$ cat src/rtl/boot_pkg.sv
// Shared types and constants for the instruction-memory boot loader.
package boot_pkg;

  localparam int unsigned BYTE_W = 8;
  localparam int unsigned WORD_W = 32;
  localparam int unsigned LEN_W  = 16;

  localparam logic [BYTE_W-1:0] SYNC_BYTE_DEF = 8'hA5;

  typedef enum logic [2:0] {
    ST_SYNC,
    ST_LEN_LO,
    ST_LEN_HI,
    ST_DATA,
    ST_CHECK,
    ST_DONE,
    ST_ERROR
  } state_e;

endpackage

$ cat src/rtl/module_boot_loader_if.sv
// Byte-stream input, instruction RAM write port and status of the boot loader.
interface module_boot_loader_if #(
  parameter int unsigned ADDR_W = 10
);

  logic              boot_i;
  logic [7:0]        rx_data_i;
  logic              rx_valid_i;
  logic              rx_ready_o;
  logic              imem_we_o;
  logic [ADDR_W-1:0] imem_addr_o;
  logic [31:0]       imem_wdata_o;
  logic              core_rst_o;
  logic              busy_o;
  logic              done_o;
  logic              error_o;

  // Loader side
  modport slave (
    input  boot_i, rx_data_i, rx_valid_i,
    output rx_ready_o, imem_we_o, imem_addr_o, imem_wdata_o,
           core_rst_o, busy_o, done_o, error_o
  );

  // Byte source / system side
  modport master (
    output boot_i, rx_data_i, rx_valid_i,
    input  rx_ready_o, imem_we_o, imem_addr_o, imem_wdata_o,
           core_rst_o, busy_o, done_o, error_o
  );

endinterface

$ cat src/rtl/module_byte_packer.sv
// Assembles four bytes (LSB first) into a 32-bit word with a one-cycle word pulse.
module module_byte_packer
  import boot_pkg::*;
(
  input  logic              clk,
  input  logic              rst,
  input  logic              clear,
  input  logic              byte_valid,
  input  logic [BYTE_W-1:0] byte_data,
  output logic [1:0]        lane,
  output logic              word_valid,
  output logic [WORD_W-1:0] word
);

  logic [3*BYTE_W-1:0] low_q;
  logic [1:0]          lane_q;
  logic                word_valid_q;
  logic [WORD_W-1:0]   word_q;

  // Lane shifter: bytes 0..2 are held, byte 3 completes the word
  always_ff @(posedge clk or posedge rst) begin
    if (rst) begin
      low_q        <= '0;
      lane_q       <= '0;
      word_valid_q <= 1'b0;
      word_q       <= '0;
    end else begin
      word_valid_q <= 1'b0;
      if (clear) begin
        lane_q <= '0;
        low_q  <= '0;
      end else if (byte_valid) begin
        case (lane_q)
          2'd0: low_q[7:0]   <= byte_data;
          2'd1: low_q[15:8]  <= byte_data;
          2'd2: low_q[23:16] <= byte_data;
          default: begin
            word_q       <= {byte_data, low_q};
            word_valid_q <= 1'b1;
          end
        endcase
        lane_q <= lane_q + 2'd1;
      end
    end
  end

  assign lane       = lane_q;
  assign word_valid = word_valid_q;
  assign word       = word_q;

endmodule

$ cat src/rtl/module_boot_loader.sv
// Frame parser that fills instruction RAM and holds the core in reset until a good frame.
module module_boot_loader
  import boot_pkg::*;
#(
  parameter int unsigned       ADDR_W      = 10,
  parameter logic [BYTE_W-1:0] SYNC_BYTE   = SYNC_BYTE_DEF,
  parameter int unsigned       TIMEOUT_CYC = 1_000_000
) (
  input  logic                 clk_i,
  input  logic                 rst_i,
  module_boot_loader_if.slave  bus
);

  localparam int unsigned TO_W  = $clog2(TIMEOUT_CYC + 1);
  localparam int unsigned IDX_W = ADDR_W + 1;
  localparam int unsigned DEPTH = 32'd1 << ADDR_W;

  state_e             state_q, state_d;
  logic [BYTE_W-1:0]  chk_q, chk_d;
  logic [LEN_W-1:0]   len_q, len_d;
  logic [IDX_W-1:0]   idx_q, idx_d;
  logic [TO_W-1:0]    to_q, to_d;
  logic [ADDR_W-1:0]  addr_q, addr_d;
  logic               ready_q, ready_d;
  logic               core_rst_q, core_rst_d;
  logic               busy_q, busy_d;
  logic               done_q, done_d;
  logic               error_q, error_d;

  logic               accept_c;
  logic               in_frame_c;
  logic               pack_clear_c;
  logic               pack_valid_c;
  logic [1:0]         lane;
  logic               word_valid;
  logic [WORD_W-1:0]  word;
  logic [LEN_W-1:0]   len_new_c;

  assign accept_c     = bus.rx_valid_i & ready_q;
  assign in_frame_c   = (state_q == ST_LEN_LO) || (state_q == ST_LEN_HI) ||
                        (state_q == ST_DATA)   || (state_q == ST_CHECK);
  assign pack_clear_c = accept_c && (state_q == ST_SYNC) && (bus.rx_data_i == SYNC_BYTE);
  assign pack_valid_c = accept_c && (state_q == ST_DATA);
  assign len_new_c    = {bus.rx_data_i, len_q[7:0]};

  module_byte_packer u_packer (
    .clk        (clk_i),
    .rst        (rst_i),
    .clear      (pack_clear_c),
    .byte_valid (pack_valid_c),
    .byte_data  (bus.rx_data_i),
    .lane       (lane),
    .word_valid (word_valid),
    .word       (word)
  );

  // State, datapath and registered-output flops
  always_ff @(posedge clk_i or posedge rst_i) begin
    if (rst_i) begin
      state_q    <= ST_SYNC;
      chk_q      <= '0;
      len_q      <= '0;
      idx_q      <= '0;
      to_q       <= '0;
      addr_q     <= '0;
      ready_q    <= 1'b1;
      core_rst_q <= 1'b1;
      busy_q     <= 1'b0;
      done_q     <= 1'b0;
      error_q    <= 1'b0;
    end else begin
      state_q    <= state_d;
      chk_q      <= chk_d;
      len_q      <= len_d;
      idx_q      <= idx_d;
      to_q       <= to_d;
      addr_q     <= addr_d;
      ready_q    <= ready_d;
      core_rst_q <= core_rst_d;
      busy_q     <= busy_d;
      done_q     <= done_d;
      error_q    <= error_d;
    end
  end

  // Next-state, checksum/index/timeout update and next registered outputs
  always_comb begin
    state_d = state_q;
    chk_d   = chk_q;
    len_d   = len_q;
    idx_d   = idx_q;
    to_d    = to_q;
    addr_d  = addr_q;

    if (in_frame_c) begin
      to_d = accept_c ? '0 : to_q + TO_W'(1);
    end

    case (state_q)
      ST_SYNC: begin
        if (accept_c && (bus.rx_data_i == SYNC_BYTE)) begin
          chk_d   = '0;
          idx_d   = '0;
          to_d    = '0;
          state_d = ST_LEN_LO;
        end
      end
      ST_LEN_LO: begin
        if (accept_c) begin
          len_d[7:0] = bus.rx_data_i;
          chk_d      = chk_q ^ bus.rx_data_i;
          state_d    = ST_LEN_HI;
        end
      end
      ST_LEN_HI: begin
        if (accept_c) begin
          len_d[15:8] = bus.rx_data_i;
          chk_d       = chk_q ^ bus.rx_data_i;
          if (32'(len_new_c) > DEPTH) begin
            state_d = ST_ERROR;
          end else if (len_new_c == '0) begin
            state_d = ST_CHECK;
          end else begin
            state_d = ST_DATA;
          end
        end
      end
      ST_DATA: begin
        if (accept_c) begin
          chk_d = chk_q ^ bus.rx_data_i;
          if (lane == 2'd3) begin
            addr_d = idx_q[ADDR_W-1:0];
            idx_d  = idx_q + IDX_W'(1);
            if (32'(idx_q) + 32'd1 == 32'(len_q)) begin
              state_d = ST_CHECK;
            end
          end
        end
      end
      ST_CHECK: begin
        if (accept_c) begin
          state_d = (bus.rx_data_i == chk_q) ? ST_DONE : ST_ERROR;
        end
      end
      ST_DONE, ST_ERROR: begin
        if (bus.boot_i) begin
          state_d = ST_SYNC;
        end
      end
      default: state_d = ST_SYNC;
    endcase

    // Idle gap inside a frame aborts it
    if (in_frame_c && !accept_c && (32'(to_q) == TIMEOUT_CYC - 32'd1)) begin
      state_d = ST_ERROR;
    end

    ready_d    = (state_d != ST_DONE) && (state_d != ST_ERROR);
    core_rst_d = (state_d != ST_DONE);
    busy_d     = (state_d != ST_SYNC) && (state_d != ST_DONE) && (state_d != ST_ERROR);
    done_d     = (state_d == ST_DONE);
    error_d    = (state_d == ST_ERROR);
  end

  assign bus.rx_ready_o   = ready_q;
  assign bus.core_rst_o   = core_rst_q;
  assign bus.busy_o       = busy_q;
  assign bus.done_o       = done_q;
  assign bus.error_o      = error_q;
  assign bus.imem_we_o    = word_valid;
  assign bus.imem_addr_o  = addr_q;
  assign bus.imem_wdata_o = word;

endmodule

$ cat src/flat_wrapper.sv
// flat-port wrapper written by rule: the top's interface ports become plain ports
module module_boot_loader_flat import boot_pkg::*;
#(
  parameter int unsigned       ADDR_W      = 10,
  parameter logic [BYTE_W-1:0] SYNC_BYTE   = SYNC_BYTE_DEF,
  parameter int unsigned       TIMEOUT_CYC = 1_000_000
)
  (clk_i, rst_i, bus_boot_i, bus_rx_data_i, bus_rx_valid_i, bus_rx_ready_o, bus_imem_we_o, bus_imem_addr_o, bus_imem_wdata_o, bus_core_rst_o, bus_busy_o, bus_done_o, bus_error_o);
  module_boot_loader_if #(.ADDR_W(ADDR_W)) bus_i ();
  input  logic clk_i;
  input  logic rst_i;
  input wire logic [$bits(bus_i.boot_i)-1:0] bus_boot_i;
  input wire logic [$bits(bus_i.rx_data_i)-1:0] bus_rx_data_i;
  input wire logic [$bits(bus_i.rx_valid_i)-1:0] bus_rx_valid_i;
  output wire logic [$bits(bus_i.rx_ready_o)-1:0] bus_rx_ready_o;
  output wire logic [$bits(bus_i.imem_we_o)-1:0] bus_imem_we_o;
  output wire logic [$bits(bus_i.imem_addr_o)-1:0] bus_imem_addr_o;
  output wire logic [$bits(bus_i.imem_wdata_o)-1:0] bus_imem_wdata_o;
  output wire logic [$bits(bus_i.core_rst_o)-1:0] bus_core_rst_o;
  output wire logic [$bits(bus_i.busy_o)-1:0] bus_busy_o;
  output wire logic [$bits(bus_i.done_o)-1:0] bus_done_o;
  output wire logic [$bits(bus_i.error_o)-1:0] bus_error_o;
  assign bus_i.boot_i = bus_boot_i;
  assign bus_i.rx_data_i = bus_rx_data_i;
  assign bus_i.rx_valid_i = bus_rx_valid_i;
  assign bus_rx_ready_o = bus_i.rx_ready_o;
  assign bus_imem_we_o = bus_i.imem_we_o;
  assign bus_imem_addr_o = bus_i.imem_addr_o;
  assign bus_imem_wdata_o = bus_i.imem_wdata_o;
  assign bus_core_rst_o = bus_i.core_rst_o;
  assign bus_busy_o = bus_i.busy_o;
  assign bus_done_o = bus_i.done_o;
  assign bus_error_o = bus_i.error_o;
  module_boot_loader #(.ADDR_W(ADDR_W), .SYNC_BYTE(SYNC_BYTE), .TIMEOUT_CYC(TIMEOUT_CYC)) u_core (.clk_i(clk_i), .rst_i(rst_i), .bus(bus_i));
endmodule
$ cat config.mk
export PLATFORM = sky130hd
export DESIGN_NAME = module_boot_loader_flat
export DESIGN_NICKNAME = d
export VERILOG_FILES = /design/src/rtl/boot_pkg.sv /design/src/rtl/module_boot_loader_if.sv /design/src/rtl/module_byte_packer.sv /design/src/rtl/module_boot_loader.sv /design/src/flat_wrapper.sv
export SDC_FILE = /design/constraint.sdc
export NUM_CORES = 1
export LEC_CHECK = 0
export BUFFER_PORTS_ARGS = -buffer_cell sky130_fd_sc_hd__clkbuf_2
export CORE_ASPECT_RATIO = 1.2
export CORE_MARGIN = 2
export CORE_UTILIZATION = 35
export DETAILED_ROUTE_END_ITERATION = 7
export GPL_TIMING_DRIVEN = 1
export HOLD_SLACK_MARGIN = 0.03
export PLACE_DENSITY = 0.64
export SLEW_MARGIN = 20
export SYNTH_ARGS = -nofsm -noshare
export SYNTH_HDL_FRONTEND = slang
export SYNTH_SLANG_ARGS = --single-unit
export TNS_END_PERCENT = 100
$ cat constraint.sdc
create_clock -name clk_i -period 4.8 [get_ports clk_i]
set_clock_uncertainty 0.1 [all_clocks]
set_input_delay 0.96 -clock clk_i [delete_from_list [all_inputs] [get_ports clk_i]]
set_output_delay 0.96 -clock clk_i [all_outputs]
set_load 0.005 [all_outputs]
==> results_dict.tcl <==
set metrics [dict create \
    layout-area-overhead-vs-synth_pct 16.3 \
    ys_seq_elements 132 \
    clock_slew_at_the_register_clock_pins_of_the_worst_setup_and_hold_paths_ns 0.06 \
    timing.hold.worst_endpoint "u_core.u_packer.word[23]" \
    worst_path_largest_cell_delay_ns 0.49 \
    r2r_start "u_core.state_q[2]" \
    synth_edf_count 0 \
    max_cap_viols 0 \
    leakagePower_uw 0.00357 \
    drt_drc_violations_left 0 \
    synthesized_instance_count 681 \
    relative_slew_slack 0.499 \
    avgRoutedWirePerCell_microns 15.3 \
    postRouteWirelength_microns 14600 \
    core-area_sq_um 17600 \
    antenna_found_initial 0 \
    run_status "complete, no violations" \
    total_power_uw 3670 \
    mappedNetlistArea_sq_um 6340 \
    die_width_microns 127 \
    i_o_buffers 59 \
    ir_worst_vdd_mv 0.260 \
    fp.dieH_microns 151 \
    mostFrequentLayoutCell "sky130_fd_sc_hd__nand2_1" \
    grtUsageTotal 0.160 \
    yosys.cell_types.count 50 \
    place.detailed.hpwl_microns 9450 \
    cts_tree "yes" \
    path_delay_family "simple AND/OR/NAND/NOR gates" \
    die-area_sq_um 19200 \
    synthesis.nets 699 \
    ordered_cell_list_for_the_critical_path "clkbuf_2, or3_1, or3_4, nor3_4, o22ai_2, or2_4, clkinv_2, buf_4, nand2_1, o21ai_1" \
    synth-main-ff-cell "sky130_fd_sc_hd__dfrtp_1" \
    detail_route.iter0.violations 367 \
    grt_first_pass_wirelength_microns 24300 \
    worst_path_max_delay_cell "sky130_fd_sc_hd__or2_4" \
    final_max_slew_viol_count 0 \
    final_cell_mix "171 x sky130_fd_sc_hd__nand2_1, 130 x sky130_fd_sc_hd__dfrtp_1, 72 x sky130_fd_sc_hd__nor2_1" \
    synthArstFlopShare 1.00 \
    first_global_vias 4716 \
    setup.worst_path.class "in2reg" \
    post-synth-top-area-fraction 0.513 \
    setup_viol_count_final 0 \
    cts.root.buffer_cell "sky130_fd_sc_hd__clkbuf_16" \
    hold_slack_ns 0.369 \
    post-route-min-period_ns 3.26 \
    timing.final.crit_share 0.679 \
    crit_buf_inv 3 \
    clock_latency_late_sink_ns 0.42 \
    fin_setup_tns_ns 0 \
    clock_path_buffers 2 \
    via_count 4859 \
    ioPinCount 60 \
    hold_crit_class "reg2reg" \
    cp_data_arrival_time_ns 3.50 \
    critPathCaptureType "flip-flop" \
    remaining_number_of_nets_flagged_by_the_antenna_check_after_routing 0 \
    start_kind "input port" \
    post-cts-setup-buffer-count 0 \
    netlist_top_cells_area "sky130_fd_sc_hd__dfrtp_1 51%, sky130_fd_sc_hd__nand2_1 10%, sky130_fd_sc_hd__nor2_1 4.3%" \
    power-per-cell-area_nw_per_um2 498 \
    insertedDiodeCount 0 \
    cts_buffers 17 \
    clock_sink_count 132 \
    worst-path-max-fanout 48 \
    htreeDepth 4 \
    rows 53 \
    reg2reg_to "u_core.u_packer.word[21]" \
    avgSynthCellArea_sq_um 9.30 \
    cts-resized-gates 0 \
    synth-seq-area-share 0.522 \
    reg2regPathDepth 9 \
    gpl.final_weighted_congestion 0.834 \
    drive_above_1_share 0.172 \
    hold-path-cell-count 2 \
    timing.fmax_mhz 307 \
    synth.yosys.warnings 0 \
    tightestPinTransition_ns 0.752 \
    timing.final.hold_violations 0 \
    hold_buffers 0 \
    detail_route.vias_per_cell 5.08 \
    grt_start_max_net_pins 133 \
    nNetsFinal 742 \
    worst_ep_required_time_ns 5.04 \
    yosys.area.top_type "sky130_fd_sc_hd__dfrtp_1" \
    initial_utilization 0.359 \
    reg2reg_slack_ns 1.59 \
    worst_hold_startpoint "u_core.u_packer.low_q[23]" \
    setup_repair_after_global_routing_missed_its_margin "false" \
    grt_overflow_total 0 \
    detailedRoute.firstPassIterationCount 5 \
]
layout make-up:
| cell class | instances | area, sq um |
|---|---|---|
| Fill cell | 1708 | 10300 |
| Sequential cell | 132 | 3310 |
| Multi-Input combinational cell | 501 | 2790 |
| Clock buffer | 20 | 457 |
| Timing Repair Buffer | 64 | 345 |
| Tap cell | 220 | 275 |
| Clock inverter | 12 | 168 |
| Inverter | 8 | 33.8 |
registers in the layout, summed over array words and instances, names as in the netlist:
signal / count
u_core.state_q: 3
u_core.bus.busy_o: 1
u_core.chk_q: 8
u_core.idx_q: 11
u_core.len_q: 16
u_core.u_packer.lane: 2
u_core.u_packer.low_q: 24
u_core.bus.done_o: 1
u_core.bus.imem_addr_o: 10
u_core.to_q: 20
u_core.bus.rx_ready_o: 1
u_core.bus.core_rst_o: 1
u_core.u_packer.word_valid: 1
u_core.u_packer.word: 32
u_core.bus.error_o: 1
worst min-delay path, cell delays in order (launching register included):
cell,delay (ns)
sky130_fd_sc_hd__dfrtp_1,0.34
sky130_fd_sc_hd__nand2_1,0.05
sky130_fd_sc_hd__nand2_1,0.05
layer usage:
metal,vias to the layer above,share of wire,track usage,routed length (microns)
met2,89,0.49,0.256,7130
met3,10,0.037,0.0434,548
met5,-,0,0,0
li1,2390,-,-,-
met4,0,0.011,0.0478,155
met1,2370,0.47,0.212,6820
stage by stage:
stage                      util  worst slack (ns)  cells  area, sq um
after CTS                 0.418              1.54    957         7370
after detailed placement  0.382              1.11    925         6740
after global placement    0.382              1.19    925         6740
final                     0.418              1.54    957         7370
after floorplan               -             0.217    681         6340
after global routing      0.418              1.33    957         7370
power by group:
group / internal (uW) / total, uW / leakage [uW] / switching (uW)
sequential: 1390 / 1580 / 0.00170 / 191
combinational: 322 / 725 / 0.00157 / 403
clock: 855 / 1370 / 0.000296 / 510
logic make-up after synthesis:
| kind of cell | after synthesis | share of synthesized area |
|---|---|---|
| compound gates | 102 | 0.101 |
| xor+xnor | 34 | 0.0470 |
| fa+ha+maj | 6 | 0.0118 |
| buf+inv | 48 | 0.0397 |
| flops | 132 | 0.522 |
| mux | 29 | 0.0490 |
| simple gates | 330 | 0.229 |
synthesized netlist by cell type (3+ instances only):
cell type,number
sky130_fd_sc_hd__nand2_1,171
sky130_fd_sc_hd__nor2_1,73
sky130_fd_sc_hd__mux2i_1,13
sky130_fd_sc_hd__ha_1,6
sky130_fd_sc_hd__a22oi_1,6
sky130_fd_sc_hd__clkbuf_1,24
sky130_fd_sc_hd__nand3_1,16
sky130_fd_sc_hd__a21oi_1,15
sky130_fd_sc_hd__or3_1,6
sky130_fd_sc_hd__and3_1,12
sky130_fd_sc_hd__o21ai_1,5
sky130_fd_sc_hd__buf_6,8
sky130_fd_sc_hd__xnor2_1,21
sky130_fd_sc_hd__or2_2,3
sky130_fd_sc_hd__o31ai_1,7
sky130_fd_sc_hd__dfrtp_1,130
sky130_fd_sc_hd__nand4_1,7
sky130_fd_sc_hd__xor2_1,13
sky130_fd_sc_hd__a22o_1,13
sky130_fd_sc_hd__o21ai_0,42
sky130_fd_sc_hd__nor4_1,7
sky130_fd_sc_hd__and2_1,4
sky130_fd_sc_hd__buf_2,8
sky130_fd_sc_hd__inv_1,7
sky130_fd_sc_hd__nor3_1,14
sky130_fd_sc_hd__mux2_2,16
how the worst max path moves through the flow:
stage                      start                 to  slack [ns]  cells past startpoint
2_1_floorplan              rst_i  u_core.bus.busy_o        0.22                      1
3_3_place_gp    bus_rx_data_i[3]   u_core.idx_q[10]        1.19                     10
3_5_place_dp    bus_rx_data_i[3]    u_core.idx_q[6]        1.11                     10
4_1_cts         bus_rx_data_i[3]   u_core.idx_q[10]        1.54                     10
5_1_grt        u_core.state_q[2]    u_core.idx_q[6]        1.33                      9
6_report        bus_rx_data_i[3]   u_core.idx_q[10]        1.54                     10
No activity file was read; power rests on OpenSTA's default activity.
